[config.mk]
export PLATFORM = sky130hd
export DESIGN_NAME = denise_ham_decoder
export DESIGN_NICKNAME = d
export VERILOG_FILES = /design/src/rtl/denise_ham_decoder.sv
export SDC_FILE = /design/constraint.sdc
export NUM_CORES = 1
export LEC_CHECK = 0
export ABC_CLOCK_PERIOD_IN_PS = 4400
export BUFFER_PORTS_ARGS = -buffer_cell sky130_fd_sc_hd__clkbuf_2
export CORE_MARGIN = 1
export CORE_UTILIZATION = 45
export DETAILED_ROUTE_END_ITERATION = 12
export PLACE_DENSITY_LB_ADDON = 0.12
export SETUP_SLACK_MARGIN = 0.02
export SLEW_MARGIN = 20
export SYNTH_ARGS = -nofsm -noshare
export SYNTH_HDL_FRONTEND = slang
export SYNTH_SLANG_ARGS = --single-unit
[constraint.sdc]
create_clock -name clk -period 4.4 [get_ports clk]
set_clock_uncertainty 0.15 [all_clocks]
set_input_delay 0.44 -clock clk [delete_from_list [all_inputs] [get_ports clk]]
set_output_delay 0.44 -clock clk [all_outputs]
set_load 0.02 [all_outputs]
[src/rtl/denise_ham_decoder.sv]
// Denise Hold-And-Modify pixel stage (HAM6/HAM8) after the colour table.
// Two-stage pipeline: stage 1 registers pixel/mode, stage 2 merges palette data.
module denise_ham_decoder (
    input  logic        clk,
    input  logic        rst_n,
    input  logic        pix_en,
    input  logic [7:0]  select,
    input  logic        blank,
    input  logic        ham_en,
    input  logic        ham8,
    output logic [7:0]  clut_sel,
    input  logic [23:0] rgb_in,
    output logic [23:0] rgb_out,
    output logic        rgb_valid
);

    logic [1:0]  ctrl_d;
    logic [7:0]  data_d;
    logic        blank_d;
    logic        ham_d;
    logic        ham8_d;
    logic        pix_d;
    logic [23:0] hold;
    logic [23:0] next_rgb;
    logic [7:0]  p_r, p_g, p_b;
    logic [7:0]  mod_r, mod_g, mod_b;

    always_comb begin
        clut_sel = select;
        if (ham_en) begin
            if (ham8) clut_sel = {2'b00, select[7:2]};
            else      clut_sel = {4'b0000, select[3:0]};
        end
    end

    always_ff @(posedge clk or negedge rst_n) begin
        if (!rst_n) begin
            ctrl_d  <= 2'b00;
            data_d  <= 8'h00;
            blank_d <= 1'b0;
            ham_d   <= 1'b0;
            ham8_d  <= 1'b0;
            pix_d   <= 1'b0;
        end else begin
            if (ham8) begin
                ctrl_d <= select[1:0];
                data_d <= {2'b00, select[7:2]};
            end else begin
                ctrl_d <= select[5:4];
                data_d <= {select[3:0], select[3:0]};
            end
            blank_d <= blank;
            ham_d   <= ham_en;
            ham8_d  <= ham8;
            pix_d   <= pix_en;
        end
    end

    assign p_r = hold[23:16];
    assign p_g = hold[15:8];
    assign p_b = hold[7:0];

    // HAM8 modifies only the top 6 bits; low 2 bits carry over from P
    assign mod_r = ham8_d ? {data_d[5:0], p_r[1:0]} : data_d;
    assign mod_g = ham8_d ? {data_d[5:0], p_g[1:0]} : data_d;
    assign mod_b = ham8_d ? {data_d[5:0], p_b[1:0]} : data_d;

    always_comb begin
        next_rgb = hold;
        if (blank_d) begin
            next_rgb = 24'h000000;
        end else if (!ham_d) begin
            next_rgb = rgb_in;
        end else begin
            unique case (ctrl_d)
                2'b00:   next_rgb = rgb_in;
                2'b01:   next_rgb = {p_r, p_g, mod_b};
                2'b10:   next_rgb = {mod_r, p_g, p_b};
                default: next_rgb = {p_r, mod_g, p_b};
            endcase
        end
    end

    always_ff @(posedge clk or negedge rst_n) begin
        if (!rst_n) begin
            hold      <= 24'h000000;
            rgb_valid <= 1'b0;
        end else begin
            if (pix_d) hold <= next_rgb;
            rgb_valid <= pix_d;
        end
    end

    assign rgb_out = hold;

endmodule
==> metrics.cfg <==
[sta]
slew_headroom_pct=38.06
period_needed_ns=1.955
tightest_slew_ns=0.9292
rsz0062_at_grt=no
post-route-period-util_pct=44.42
fmax_ghz=0.5116
finalSetupTns_ns=0
finalMaxSlewViolations=0
worst_slack_ns=2.445
setup-violations-final=0
finalHoldViolCount=0

[global_routing]
grt_pass1_wl_um=7003
antenna_found_initial=0
grt_util_all_layers_pct=21.41
grt_max_degree=40
overflow=0
grt_pass1_vias=1468

[layout]
finalNetCount=276
drive_gt1_share_pct=37.24
mostFrequentLayoutCells=clkbuf_2 (70), dfrtp_1 (39), a22oi_1 (18), o2bb2ai_1 (18)
n_antenna_cell=0
final_common_cell=clkbuf_2
n_fill_cell=366
stdcell_count=289
syn_to_final_growth_pct=24.34

[logic_synthesis]
synth-main-ff-cell=dfrtp_1
synth_seq_cells=39
yosysWarnings=0
ys_seq_area_share_pct=51.59
synthesis.instances=171
synth_cell_types=31
synth_nets=209
synth_area_um2=1892
synth_edf_count=0
postSynthAreaPerCell_um2=11.06
async_reset_ff_share_pct=100.0

[detailed_routing]
drc=0
vias=1605
dr.pass1.iters=4
first_iter_violations=154
drt-vias-per-instance=5.554
final_antenna_net_count=0
wl_per_cell_um=14.88
drt-total-wl_um=4301

[worst_setup_path]
cp_num_buf_inv=2
reg2reg_depth=3
timing.rr.start=pix_d
critPathMaxFanout=17
end_kind=output pin
max_stage_delay_ns=0.26
arrival_ns=1.36
worst_path_max_delay_cell=mux2_2
path_cells=clkbuf_2 -> nor2b_1 -> a21o_1 -> mux2_2 -> clkbuf_2
worstSetupStartpoint=ham8
critical_path_class=in2out
cp.required_ns=3.81
critPathLaunchType=primary input
crit_path_frequent_cell=clkbuf_2
path_delay_family=buffers and inverters
path_depth=5

[placed_design]
dp_hpwl_um=3069
routabilityCongestion=0.7550
portBuffers=70
dp_slack_ns=2.445
placed_cells=281

[worst_hold_path]
whs_path_depth=1
hold_class=in2reg
worstHoldStart=pix_en

[power]
max-vdd-ir-drop_mv=0.1913
power.total_uw=851.6
leakage_nw=1.165
power_density_nw_per_um2=362.0

[die]
core_area_um2=4029
boundaryPins=71
initial_core_util_pct=46.96
die-area_um2=4468
die_height_um=66.84
rows=23
dieWidth_um=66.84

[clocking]
post_cts_buffers=0
cts_made_buffers=5
cts.clk_slew.worst_paths_ns=0.07
hold_buffers=0
cts.htree.levels=2
cts_tree=done
clock_tree.buffer_depth=2
cts.sinks=39
root_buffer=clkbuf_8
post_cts_resized=0
insertion_delay_ns=0.29

[job]
maxCapViolCount=0

[outcome]
status=finished, final reports clean

==> routing by layer <==
metal  global-route usage [%]  part of all wire (%)  vias up
met3                    4.966                   5.8        6
met1                    30.04                    48      760
met5                        0                     0        -
met2                    31.44                    44       58
met4                    8.777                   1.5        0
li1                         -                     -      781
==> worst paths after layout <==
check                         endpoint  slack, ns
setup / recovery           clut_sel[2]       2.45
hold / removal                   pix_d       0.10
setup reg to reg            rgb_out[4]       2.61
hold reg to reg             rgb_out[5]       0.34
max in group asynchronous    data_d[1]       3.40
min in group asynchronous        pix_d       0.13
==> Yosys cell counts (3+ instances only) <==
| library cell | number | area (um^2) |
|---|---|---|
| dfrtp_1 | 39 | 975.9 |
| a22oi_1 | 18 | 135.1 |
| o2bb2ai_1 | 18 | 157.7 |
| nand2_1 | 10 | 37.54 |
| nor2b_1 | 10 | 62.56 |
| mux2_2 | 8 | 90.09 |
| inv_1 | 7 | 26.28 |
| o21ai_0 | 7 | 35.03 |
| nand2b_1 | 5 | 31.28 |
| o21ai_1 | 5 | 25.02 |
| a221o_1 | 4 | 40.04 |
| a32o_1 | 4 | 40.04 |
| clkbuf_1 | 4 | 15.01 |
| and3b_1 | 3 | 26.28 |
| buf_2 | 3 | 15.01 |
| nor2_1 | 3 | 11.26 |
==> worst reg2reg max path, stage by stage, from the launching register on <==
cell and delay (ns):
dfrtp_1 0.49, nor2b_1 0.51, o21ai_1 0.33, o2bb2ai_1 0.24
==> cells by family (layout without fill, tap and decap cells) <==
| kind of cell | count (synthesis) | after routing | synth area share (%) |
|---|---|---|---|
| muxes | 8 | 8 | 4.762 |
| buffers and inverters | 18 | 86 | 4.563 |
| DFF | 39 | 39 | 51.59 |
| AOI/OAI and AO/OA | 68 | 68 | 27.38 |
| and+or+nand+nor | 37 | 37 | 11.24 |
| xor gates and xnor gates | 1 | 1 | 0.4630 |
==> layout make-up <==
| cell class | count | area, um^2 | area share [%] |
|---|---|---|---|
| Clock buffer | 8 | 100.1 | 4.255 |
| Inverter | 7 | 26.28 | 1.117 |
| Multi-Input combinational cell | 114 | 829.5 | 35.27 |
| Sequential cell | 39 | 975.9 | 41.49 |
| Tap cell | 50 | 62.56 | 2.660 |
| Timing Repair Buffer | 71 | 357.8 | 15.21 |
==> through the flow <==
step / area (um^2) / hold WS [ns] / util, %
2_1_floorplan: 1892 / -0.005591 / -
5_1_grt: 2352 / 0.09085 / 58.39
6_report: 2352 / 0.1016 / 58.39
3_5_place_dp: 2252 / 0.3234 / 55.90
4_1_cts: 2352 / 0.09888 / 58.39
3_3_place_gp: 2252 / 0.3233 / 55.90
==> power breakdown <==
part           internal [mW]  switching, mW  leakage [nW]
Clock                  0.143          0.120        0.0515
Combinational         0.0725          0.106         0.613
Sequential             0.387         0.0225         0.501
Total                  0.603          0.249          1.17
==> state kept, by name, indices dropped and copies added, names as in the netlist <==
register / cells
ham8_d: 1
blank_d: 1
rgb_valid: 1
data_d: 8
pix_d: 1
ctrl_d: 2
ham_d: 1
rgb_out: 24
Note: power is estimated with default switching activity, not from simulation.
